`src/rtl/ecc_err_monitor.sv`:
```
// ecc_err_monitor: ECC error counters, first-error capture, interrupt and scrub write-back FIFO
module ecc_err_monitor #(
  parameter int K          = 64,
  parameter int ADDR_W     = 27,
  parameter int CNT_W      = 16,
  parameter int FIFO_DEPTH = 4,
  parameter int SB_THRESH  = 8,
  parameter int SCRUB_EN   = 1
) (
  input  logic              clk_i,
  input  logic              rst_i,
  input  logic              valid_i,
  input  logic [ADDR_W-1:0] addr_i,
  input  logic [K-1:0]      data_i,
  input  logic              sb_err_i,
  input  logic              db_err_i,
  input  logic              clr_i,
  output logic [CNT_W-1:0]  sb_cnt_o,
  output logic [CNT_W-1:0]  db_cnt_o,
  output logic              err_valid_o,
  output logic              err_type_o,
  output logic [ADDR_W-1:0] err_addr_o,
  output logic              ovf_o,
  output logic              irq_o,
  output logic              scrub_valid_o,
  input  logic              scrub_ready_i,
  output logic [ADDR_W-1:0] scrub_addr_o,
  output logic [K-1:0]      scrub_data_o
);
  localparam int PW = $clog2(FIFO_DEPTH);
  logic [ADDR_W-1:0] mem_a [FIFO_DEPTH];
  logic [K-1:0]      mem_d [FIFO_DEPTH];
  logic [PW-1:0]     wr_ptr, rd_ptr;
  logic [PW:0]       occ;
  logic              sb_evt, db_evt, base_v, base_t, load, full, pop, push, drop;
  logic [CNT_W-1:0]  sb_base, db_base, sb_nxt, db_nxt;
  assign scrub_valid_o = occ != '0;
  assign scrub_addr_o  = scrub_valid_o ? mem_a[rd_ptr] : '0;
  assign scrub_data_o  = scrub_valid_o ? mem_d[rd_ptr] : '0;
  // clear is applied before the current event so a same-cycle event is still recorded
  always_comb begin
    sb_evt  = valid_i & sb_err_i & ~db_err_i;
    db_evt  = valid_i & db_err_i;
    sb_base = clr_i ? '0 : sb_cnt_o;
    db_base = clr_i ? '0 : db_cnt_o;
    sb_nxt  = sb_base + CNT_W'(sb_evt && sb_base != '1);
    db_nxt  = db_base + CNT_W'(db_evt && db_base != '1);
    base_v  = ~clr_i & err_valid_o;
    base_t  = ~clr_i & err_type_o;
    load    = (sb_evt & ~base_v) | (db_evt & ~base_t);
    full    = occ == (PW+1)'(FIFO_DEPTH);
    pop     = scrub_valid_o & scrub_ready_i;
    push    = (SCRUB_EN != 0) & sb_evt & (~full | pop);
    drop    = (SCRUB_EN != 0) & sb_evt & full & ~pop;
  end
  // counters, capture, sticky overflow, interrupt and FIFO bookkeeping
  always_ff @(posedge clk_i) begin
    if (rst_i) begin
      sb_cnt_o    <= '0;
      db_cnt_o    <= '0;
      err_valid_o <= 1'b0;
      err_type_o  <= 1'b0;
      err_addr_o  <= '0;
      ovf_o       <= 1'b0;
      irq_o       <= 1'b0;
      wr_ptr      <= '0;
      rd_ptr      <= '0;
      occ         <= '0;
    end else begin
      sb_cnt_o    <= sb_nxt;
      db_cnt_o    <= db_nxt;
      err_valid_o <= base_v | load;
      err_type_o  <= load ? db_evt : base_t;
      err_addr_o  <= load ? addr_i : (clr_i ? '0 : err_addr_o);
      ovf_o       <= (~clr_i & ovf_o) | drop;
      irq_o       <= (db_nxt != '0) | (32'(sb_nxt) >= 32'(SB_THRESH));
      wr_ptr      <= wr_ptr + PW'(push);
      rd_ptr      <= rd_ptr + PW'(pop);
      occ         <= occ + (PW+1)'(push) - (PW+1)'(pop);
    end
  end
  // FIFO storage needs no reset; empty entries are masked at the outputs
  always_ff @(posedge clk_i) begin
    if (push) begin
      mem_a[wr_ptr] <= addr_i;
      mem_d[wr_ptr] <= data_i;
    end
  end
endmodule

```
`config.mk`:
```
export PLATFORM = sky130hd
export DESIGN_NAME = ecc_err_monitor
export DESIGN_NICKNAME = d
export VERILOG_FILES = /design/src/rtl/ecc_err_monitor.sv
export SDC_FILE = /design/constraint.sdc
export NUM_CORES = 1
export LEC_CHECK = 0
export ABC_AREA = 1
export BUFFER_PORTS_ARGS = -buffer_cell sky130_fd_sc_hd__clkbuf_2
export CORE_UTILIZATION = 45
export DETAILED_ROUTE_END_ITERATION = 10
export PLACE_DENSITY_LB_ADDON = 0.15
export REMOVE_ABC_BUFFERS = 1
export SETUP_SLACK_MARGIN = 0.2
export SYNTH_ARGS = -nofsm -noshare
export SYNTH_HDL_FRONTEND = slang
export SYNTH_SLANG_ARGS = --single-unit
```
`constraint.sdc`:
```
create_clock -name clk_i -period 21.7 [get_ports clk_i]
set_clock_uncertainty 0.05 [all_clocks]
set_input_delay 2.17 -clock clk_i [delete_from_list [all_inputs] [get_ports clk_i]]
set_output_delay 2.17 -clock clk_i [all_outputs]
set_load 0.005 [all_outputs]
```
Yosys cells after proc, flatten, opt, wreduce, memory -nomap -nowiden
Memories as Yosys holds them, arrays and structs flattened. A register that Yosys moved wholly into a read port is not among the register bits.
Index checks and enable logic that the tools add are counted.
{ "word_totals": {"register_bits": 70, "inputBits": 98, "out_inout_bits": 155, "mem_count": 2, "ram_bits": 364} }
{ "op_classes": {"reduce_logical": 5, "n_mux": 11, "n_eq_ne": 3, "n_addsub": 6, "n_lt_le_gt_ge": 1, "bitwise_logic": 23} }
{ "memory_table": {"columns": ["name", "depth", "word_bits", "rd", "rd_clocked_by_memory_dff", "write_ports", "line_no", "source"], "rows": [
  ["mem_d", 4, 64, 1, 1, 1, "32", "logic [K-1:0] mem_d [FIFO_DEPTH];"],
  ["mem_a", 4, 27, 1, 1, 1, "31", "logic [ADDR_W-1:0] mem_a [FIFO_DEPTH];"]
]} }
{ "ops": {"columns": ["cell", "n"], "rows": [
  ["$mux W27", 3],
  ["$mux W64", 1],
  ["$add A16 B1 Y16", 2],
  ["$mux W16", 2],
  ["$ne A16 B16 Y1 const B", 2],
  ["$ge A16 B4 Y1 const B", 1],
  ["$reduce_bool A16 Y1", 1],
  ["$and A1 B1 Y1", 12],
  ["$not A1 Y1", 6],
  ["$or A1 B1 Y1", 5],
  ["$add A2 B1 Y2", 2],
  ["$mux W2", 2],
  ["$add A3 B1 Y3", 1],
  ["$eq A3 B3 Y1 const B", 1],
  ["$mux W1", 3],
  ["$reduce_bool A3 Y1", 1],
  ["$sub A3 B1 Y3", 1],
  ["$logic_and A1 B1 Y1", 2],
  ["$reduce_bool A2 Y1", 1]
]} }

Depth between registers and ports, before layout
Gate-level depths: netlist of the first run.
{ "depth": {"word_depth": 6, "ltp_mapped": 22, "depth_no_buf": 20} }

Least setup slack after synthesis of the first run
No wires, ideal clock.
{ "synth_path": {"path_type": "input port to flip-flop", "startpoint": "in sb_err_i", "endpoint": "mem mem_a[0][0] (enable)", "t_required_ns": 20.997, "arrival_ns": 8.852, "cell_stages": 6, "slack_ns": 12.146, "cell_sequence": "nand2_1 > nor2_1 > inv_1 > a31oi_1 > inv_1 > nor3_1"} }
{ "synth_via": {"elab_chain_cells": 5} }
{ "synth_lines": {"columns": ["item", "line_no", "source"], "rows": [
  ["start, declared", "15", "input logic sb_err_i,"],
  ["$and A1 B1 Y1 (2 in series)", "42", "sb_evt = valid_i & sb_err_i & ~db_err_i;"],
  ["$and A1 B1 Y1", "53", "push = (SCRUB_EN != 0) & sb_evt & (~full | pop);"],
  ["$mux W1", "84", "if (push) begin"],
  ["$mux W1 (implied by the code)", "85", "mem_a[wr_ptr] <= addr_i;"],
  ["end, declared", "31", null]
]} }
No other way between the ends.

==> flow_metrics.tcl, run 1 <==
set metrics [dict create \
    worstPathRequired_ns 19.48 \
    cp_data_arrival_time_ns 3.46 \
    post-route-period-util_pct 26.2 \
    rows 72 \
    coreArea_um2 38600 \
    io_buffers 252 \
    antenna_found_initial 1 \
    grt.busiest_layer "met2" \
    crit_path_max_fanout 116 \
    place_ws_ns 16.37 \
    clk_latency_ns 0.55 \
    grt_pass1_vias 11600 \
    finalWorstSetupSlack_ns 16.02 \
    syn_inst 1610 \
    cp-end-kind "output port" \
    min_from "err_addr_o[16]" \
    dp_hpwl_mm 25.3 \
    die_x_um 200 \
    grt_util_all_layers_pct 21.7 \
    placed_area_um2 19300 \
    power-per-cell-area_nw_per_um2 107 \
    path_buf_inv 3 \
    slowest_delay_ns 0.91 \
    cts_setup_buffers 0 \
    grt_pass1_wl_mm 65.8 \
    synth_area_leaders "edfxtp_1 (62%), nor2_1 (9.2%), dfxtp_1 (7.9%)" \
    synth_top_family_by_area "simple AND/OR/NAND/NOR gates" \
    worst_path_max_delay_cell "buf_4" \
    tns_ns 0 \
    reg2reg_from "occ[1]" \
    r2r_cells 5 \
    fin_crit_ns 5.68 \
    critical_path_class "flip-flop to output port" \
    max_freq_mhz 176 \
    synth_compound_area_share_pct 9.31 \
    slew_headroom_pct 27.2 \
    layout-drive-gt1-share_pct 19.9 \
    vias 12200 \
    wl_mm 43.6 \
    die_area_um2 40000 \
    cp_cell_sequence "inv_4 -> buf_4 -> o21ai_0 -> a21oi_1 -> clkbuf_2" \
    cts_resized 0 \
    die_h_um 200 \
    gp_congestion 0.856 \
    cts_tree "built" \
    grt_start_max_net_pins 117 \
    power_leakage_nw 7.82 \
    path_depth 5 \
    layout.cells.non_filler 2391 \
    cap_violations 0 \
    ir_drop_mv 0.0715 \
    gr-usage-met3_pct 3.83 \
    drc_errors 0 \
    fin_area_um2 20700 \
    worst_pin_slew_ns 1.09 \
    clkTransAtPathRegs_ns 0.06 \
    htreeDepth 2 \
    setup_viol 0 \
    cts_root_buf "clkbuf_16" \
    hold_class "flip-flop to flip-flop" \
    viasPerCell 5.11 \
    ios 253 \
    synth-adder-area-share_pct 0.680 \
    grt.met2_usage_pct 36.1 \
    hold_violations 0 \
    ys_seq_elements 434 \
    routedWlPerCell_um 18.2 \
    slew_violations 0 \
    netlist_area_um2 17700 \
    first_pass_iters 5 \
    met1_usage_pct 29.3 \
    yosysWarnings 0 \
    critPathLaunch "rd_ptr[0]" \
    cts_sinks 434 \
    clk_path_buf_depth 3 \
    rsz0062_at_grt "no" \
    holdBufCountCts 0 \
    status "finished, final reports clean" \
    hold_slack_ns 0.410 \
    synth.mux.area_fraction_pct 0 \
    cpLargestDelayFamily "buffers and inverters" \
    start_kind "flip-flop" \
    yosysTopAreaCellShare_pct 61.9 \
    synthXorXnorAreaFrac_pct 0.347 \
    ant_nets 0 \
    yosysSeqAreaShare_pct 69.9 \
    hold_depth 2 \
    cts_buffers 45 \
    areaGrowthSynthToFinish_pct 17.2 \
    synthSimpleGateAreaFrac_pct 16.1 \
    final_nets 1943 \
    synth.avg_cell_area_um2 11.0 \
    yosys.cell_types.count 35 \
    overflow 0 \
    start_util_pct 45.7 \
    dp.cells 2307 \
    drt_iter0_drc 746 \
    synth_top_cell_by_area "edfxtp_1" \
]
-- where the power goes --
| group | internal, mW | switching [mW] | total, mW |
|---|---|---|---|
| Clock | 0.413 | 0.310 | 0.723 |
| Combinational | 0.184 | 0.358 | 0.542 |
| Sequential | 0.922 | 0.0356 | 0.957 |
| Total | 1.52 | 0.704 | 2.22 |
-- Yosys cell counts (all sizes together) --
cell type and count:
xor2 4, inv 70, nor3 5, xnor2 3, nand2 163, fa 1
nand4 13, a31oi 2, clkinv 1, edfxtp 364, a21oi 139, nand3 43
nand3b 2, o21ai 187, nor2 445, nor4 2, clkbuf 52, ha 8
buf 36, dfxtp 70
-- per-stage QoR --
stage / power, mW / util [%]
after global routing: 2.34 / 53.5
after global placement: 1.52 / 50.0
after CTS: 2.25 / 53.5
final: 2.22 / 53.6
after floorplan: 1.26 / -
after detailed placement: 1.53 / 50.0
-- sequential cells by signal, indices dropped and copies added (netlist names) --
register,count
occ,3
ovf_o,1
rd_ptr,2
wr_ptr,2
db_cnt_o,16
irq_o,1
mem_a,108
err_valid_o,1
err_addr_o,27
err_type_o,1
mem_d,256
sb_cnt_o,16
-- metal layers --
| metal | vias up | share of wire (%) |
|---|---|---|
| met4 | 2 | 1.9 |
| met2 | 310 | 48 |
| met3 | 63 | 6.5 |
| met1 | 5849 | 44 |
| met5 | - | 0.025 |
| li1 | 5990 | - |
-- layout make-up --
type | count | area (um^2)
Clock buffer | 66 | 1250
Inverter | 71 | 277
Fill cell | 3349 | 18000
Tap cell | 518 | 648
Clock inverter | 16 | 113
Timing Repair Buffer | 267 | 1370
Multi-Input combinational cell | 1017 | 4690
Sequential cell | 434 | 12300
Antenna cell | 2 | 5.00
-- cell usage in the layout (no fill, tap or decap), types with 5 or more instances in the layout --
cell	count
clkbuf_2	252
dfxtp_1	68
nor2_2	7
clkbuf_1	16
nand2_1	159
buf_4	15
nand3_2	7
edfxtp_1	364
clkbuf_16	45
clkinv_2	7
nand3_1	31
nand3_4	5
a21oi_1	139
clkinv_1	6
o21ai_0	184
ha_1	8
inv_1	62
inv_2	5
nor2_1	432
clkbuf_8	5
nand4_1	13
-- worst register-to-register path, cell delays in order, from the launching register on --
cell	delay, ns
dfxtp_1	0.40
nor2_1	0.10
a31oi_1	0.19
inv_1	0.17
nor3_2	0.73
buf_4	0.89
-- cell families (layout without fill, tap and decap cells) --
group                    after synthesis  in the layout
XOR/XNOR                               7              7
flip-flops                           434            434
adder cells (fa/ha/maj)                9              9
AO/OA/AOI/OAI                        328            328
buffers and inverters                159            420
AND/OR/NAND/NOR                      673            673
other                                  0              2
-- final timing paths --
kind	endpoint	slack, ns
setup / recovery	scrub_data_o[17]	16.02
hold / removal	err_addr_o[16]	0.41
setup reg to reg	mem_d[3][15]	18.71
hold reg to reg	err_addr_o[16]	0.41
No activity file was read; power rests on OpenSTA's default activity.
==> inputs of run 2 (changes only) <==
--- a/config.mk
+++ b/config.mk
@@ -5,7 +5,7 @@
 export SDC_FILE = /design/constraint.sdc
 export NUM_CORES = 1
 export LEC_CHECK = 0
-export ABC_AREA = 1
+export ABC_AREA = 0
 export BUFFER_PORTS_ARGS = -buffer_cell sky130_fd_sc_hd__clkbuf_2
 export CORE_UTILIZATION = 45
 export DETAILED_ROUTE_END_ITERATION = 10
==> constraint.sdc (replaced) <==
create_clock -name clk_i -period 4.85 [get_ports clk_i]
set_clock_uncertainty 0.05 [all_clocks]
set_input_delay 0.485 -clock clk_i [delete_from_list [all_inputs] [get_ports clk_i]]
set_output_delay 0.485 -clock clk_i [all_outputs]
set_load 0.005 [all_outputs]
==> flow_metrics.tcl, run 2 <==
set metrics [dict create \
    status "finished, final reports clean" \
    cp-end-kind "output port" \
    die_x_um 197 \
    tns_ns 0 \
    ant_nets 0 \
    drc_errors 0 \
    die_h_um 197 \
    synth_edf_count 364 \
    layout-drive-gt1-share_pct 34.3 \
    fin_area_um2 20300 \
    grt_start_max_net_pins 93 \
    grt_pass1_wl_mm 56.7 \
    critical_path_class "flip-flop to output port" \
    async_flop_share_pct 0 \
    gp_congestion 0.870 \
    coreArea_um2 37600 \
    slew_violations 0 \
    post-route-period-util_pct 68.3 \
    cap_violations 0 \
    drt_iter0_drc 430 \
    largestRegisters "mem_d (256), mem_a (108), err_addr_o (27)" \
    final_common_cell "edfxtp_1" \
    fillers 3099 \
    cts_buffers 46 \
    rsz0062_at_grt "no" \
    multi_input_area_um2 4490 \
    ir_drop_mv 0.463 \
    vias 9380 \
    ios 253 \
    io_buffers 252 \
    syn_inst 982 \
    slew_headroom_pct 23.3 \
    setup_viol 0 \
    dp_hpwl_mm 21.6 \
    synth.avg_cell_area_um2 17.4 \
    clk_path_buf_depth 3 \
    yosysWarnings 0 \
    grt_util_all_layers_pct 19.5 \
    cts_setup_buffers 0 \
    final_nets 1342 \
    hold_class "input pin to flip-flop" \
    crit_path_max_fanout 44 \
    cts_resized 0 \
    synth_area_leaders "edfxtp_1 (64%), mux4_2 (12%), dfxtp_1 (8.2%)" \
    synth_ff_type "edfxtp_1" \
    top_register "mem_d" \
    antenna_found_initial 0 \
    synth_top_cell_by_area "edfxtp_1" \
    overflow 0 \
    viasPerCell 5.26 \
    cts_sinks 434 \
    yosysTopAreaCellShare_pct 63.9 \
    rows 71 \
    worstPathRequired_ns 4.32 \
    synth.most_common_cell "edfxtp_1" \
    holdBufCountCts 0 \
    layout.cells.non_filler 1783 \
    max_freq_mhz 302 \
    netlist_area_um2 17100 \
    fin_crit_ns 3.31 \
    clk_latency_ns 0.54 \
    cts_tree "built" \
    start_kind "flip-flop" \
    htreeDepth 2 \
    routedWlPerCell_um 20.9 \
    cp_data_arrival_time_ns 2.78 \
    final_cell_mix "edfxtp_1 (364), clkbuf_2 (252), and2_1 (93)" \
    first_pass_iters 5 \
    dp.cells 1698 \
    wl_mm 37.3 \
    yosysSeqAreaShare_pct 72.1 \
    power_leakage_nw 7.00 \
    worst_pin_slew_ns 1.15 \
    clkTransAtPathRegs_ns 0.06 \
    power-per-cell-area_nw_per_um2 471 \
    hold_violations 0 \
    register_area_um2 12300 \
    synth_commonest_cells "edfxtp_1 (364), and2_1 (93), mux4_2 (91), dfxtp_1 (70), nor2_1 (46)" \
    ys_seq_elements 434 \
    placed_area_um2 18900 \
    start_util_pct 45.5 \
    yosys.cell_types.count 61 \
    cts_root_buf "clkbuf_16" \
    areaGrowthSynthToFinish_pct 18.8 \
    die_area_um2 38800 \
    largest_reg_flops 256 \
    grt_pass1_vias 9577 \
]
-- run 2: cell count changes after synthesis, sizes merged, moves of 20 or more --
cell    change
a21oi     -110
nand2     -120
inv        -65
and2       +93
nor2      -399
mux4       +91
o21ai     -185
clkbuf     -20
-- run 2: routing by layer --
metal | wire (um) | GRT usage (%)
met5 | 0 | 0
met3 | 2410 | 4.35
met2 | 17700 | 30.6
met1 | 16600 | 27.6
met4 | 630 | 5.08
-- run 2: area by class of cell --
| type | count | area share (%) |
|---|---|---|
| diodes | 1 | 0.0123 |
| flip-flops and latches | 434 | 60.7 |
| clock buffers | 73 | 6.61 |
| repair buffers | 263 | 6.92 |
| multi-input cells | 485 | 22.1 |
| inverters | 5 | 0.0924 |
| clock inverters | 11 | 0.394 |
| well taps | 511 | 3.15 |
-- run 2: worst paths after layout --
check                                        to      startpoint  cells past startpoint  slack (ns)
worst min-delay path               mem_d[1][11]      data_i[11]                      1        0.11
worst max register to register            irq_o    db_cnt_o[12]                     11        1.65
worst min register to register   err_addr_o[11]  err_addr_o[11]                      2        0.41
worst max-delay path            scrub_addr_o[2]       rd_ptr[0]                      4        1.54
-- run 2: metrics by stage --
step	hold slack [ns]	worst slack [ns]	util [%]	total power, mW
6_report	0.108	1.54	54.1	9.56
5_1_grt	0.0852	1.27	54.1	10.0
4_1_cts	0.0771	1.41	54.1	9.73
3_5_place_dp	0.409	1.17	50.3	6.42
3_3_place_gp	0.403	1.23	50.3	6.40
2_1_floorplan	0.408	-3.47	-	5.53
-- run 2: critical path, cell delays in order, from the launching register on --
cell	delay, ns
dfxtp_4	0.98
buf_4	0.40
mux4_2	0.52
and2_1	0.16
clkbuf_2	0.14
-- run 2: power by group --
part	internal [mW]	total, mW	switching (mW)	leakage [nW]
clock	1.94	3.30	1.36	0.690
combinational	1.04	1.99	0.952	2.46
sequential	4.12	4.27	0.152	3.86
-- run 2: cells by family (layout without fill, tap and decap cells) --
logic type | after synthesis | after routing | synth area share [%]
fa+ha+maj | 9 | 9 | 0.702
compound gates | 52 | 52 | 2.01
simple gates | 296 | 296 | 9.37
buf+inv | 63 | 352 | 1.92
mux | 95 | 95 | 12.2
other cells | 0 | 1 | 0
xor+xnor | 33 | 33 | 1.69
flops | 434 | 434 | 72.1
==> inputs of run 3 (changes only) <==
--- a/config.mk
+++ b/config.mk
@@ -5,7 +5,7 @@
 export SDC_FILE = /design/constraint.sdc
 export NUM_CORES = 1
 export LEC_CHECK = 0
-export ABC_AREA = 0
+export ABC_AREA = 1
 export BUFFER_PORTS_ARGS = -buffer_cell sky130_fd_sc_hd__clkbuf_2
 export CORE_UTILIZATION = 45
 export DETAILED_ROUTE_END_ITERATION = 10
==> constraint.sdc (replaced) <==
create_clock -name clk_i -period 3.4 [get_ports clk_i]
set_clock_uncertainty 0.05 [all_clocks]
set_input_delay 0.34 -clock clk_i [delete_from_list [all_inputs] [get_ports clk_i]]
set_output_delay 0.34 -clock clk_i [all_outputs]
set_load 0.005 [all_outputs]
==> flow_metrics.tcl, run 3 (same netlist as run 1, synthesis figures left out) <==
set metrics [dict create \
    status "finished, final reports clean" \
    ios 253 \
    fin_crit_ns 2.99 \
    gp_congestion 0.903 \
    wl_met3_mm 2.71 \
    final_common_cell "nor2_1" \
    grt_pass1_wl_mm 67.5 \
    antenna_found_initial 1 \
    highest_layer "met4" \
    worstPathRequired_ns 3.01 \
    cap_violations 0 \
    cts_setup_buffers 0 \
    wl_mm 44.4 \
    clk_path_buf_depth 3 \
    drt_iter0_drc 694 \
    vias 12600 \
    clkPwrFrac_pct 34.6 \
    grt_util_all_layers_pct 22.2 \
    max_freq_mhz 335 \
    slew_violations 0 \
    start_kind "flip-flop" \
    rows 72 \
    critical_path_class "flip-flop to output port" \
    grt_pass1_vias 12300 \
    top_register "mem_d" \
    ant_nets 0 \
    final_nets 2043 \
    layout-drive-gt1-share_pct 19.8 \
    slew_headroom_pct 40.3 \
    overflow 0 \
    viasPerCell 5.06 \
    swShare_pct 30.5 \
    power_leakage_nw 8.38 \
    internal_power_mw 10.4 \
    setup_viol 0 \
    cts_tree "built" \
    die_x_um 200 \
    place_ws_ns 0.547 \
    power-per-cell-area_nw_per_um2 678 \
    largest_reg_flops 256 \
    areaGrowthSynthToFinish_pct 24.6 \
    largestRegisters "mem_d (256), mem_a (108), err_addr_o (27)" \
    rsz0062_at_grt "no" \
    first_pass_iters 5 \
    finalWorstSetupSlack_ns 0.414 \
    route.layer.met1.wl_mm 19.7 \
    clk_latency_ns 0.56 \
    drc_errors 0 \
    cts_root_buf "clkbuf_16" \
    io_buffers 252 \
    seqPwrFrac_pct 40.3 \
    grt_start_max_net_pins 137 \
    ir_drop_mv 0.797 \
    wl_met2_mm 21.1 \
    hold_violations 0 \
    switchingPower_mw 4.55 \
    final_cell_mix "nor2_1 (432), edfxtp_1 (364), clkbuf_2 (252)" \
    cts_buffers 47 \
    crit_path_max_fanout 136 \
    p_comb_share_pct 25.1 \
    cts_sinks 434 \
    post-route-period-util_pct 87.8 \
    worst_pin_slew_ns 0.896 \
    die_h_um 200 \
    routedWlPerCell_um 17.8 \
    hold_class "input pin to flip-flop" \
    die_area_um2 40000 \
    dp_hpwl_mm 25.4 \
    coreArea_um2 38600 \
    start_util_pct 45.7 \
    cp-end-kind "output port" \
    fin_total_pwr_mw 14.9 \
    clkTransAtPathRegs_ns 0.06 \
    cp_data_arrival_time_ns 2.60 \
    htreeDepth 2 \
]
==> run 3: through the flow <==
stage | setup TNS (ns) | util (%) | area, um^2 | hold WS, ns | cells
3_3_place_gp | 0 | 50.5 | 19500 | 0.398 | 2318
4_1_cts | 0 | 56.9 | 22000 | 0.000793 | 2493
3_5_place_dp | 0 | 50.5 | 19500 | 0.403 | 2318
5_1_grt | 0 | 56.9 | 22000 | 0.00352 | 2494
6_report | 0 | 56.9 | 22000 | 0.0172 | 2494
2_1_floorplan | -1935.07 | - | 17300 | 0.357 | 1522
==> run 3: final cells by class <==
type,instances,area [um^2]
multi-input cells,1017,4690
inverters,71,277
well taps,518,648
clock inverters,17,256
diodes,1,2.50
flip-flops and latches,434,12300
clock buffers,71,1330
fillers,3223,16700
repair buffers,365,2460
==> run 3: path summary, 6_finish.rpt <==
check           startpoint                to  slack, ns  cells after the start
max reg2reg   db_cnt_o[14]             irq_o       0.81                     19
min reg2reg  err_addr_o[1]     err_addr_o[1]       0.41                      2
max              rd_ptr[0]  scrub_addr_o[19]       0.41                      6
min              addr_i[8]       mem_a[0][8]       0.02                      1
==> run 3: worst max-delay path: stages (launching register included) <==
cell and delay (ns):
dfxtp_4 0.74, buf_16 0.50, nor2_1 0.10, nor2_1 0.11
o21ai_0 0.10, a21oi_1 0.24, clkbuf_2 0.16
==> run 3: layer usage <==
layer	track usage (%)	vias to the layer above
met4	6.79	0
met2	36.6	336
met1	29.7	6021
met5	0	-
li1	-	6192
met3	4.15	64
==> run 3: what timing repair did <==
action	in CTS	in global routing
hold endpoints to repair	348	0
gates resized for setup	0	1
endpoints found under the setup margin	0	4
hold buffers	87	0
==> run 3: power by group through the flow <==
stage                     Combinational, mW  Sequential, mW  Clock [mW]
after floorplan                        1.76            6.26           0
after global placement                 3.66            6.12           0
after detailed placement               3.68            6.13           0
after CTS                              3.78            6.01        5.28
after global routing                   4.22            6.03        5.50
final                                  3.74            6.01        5.16
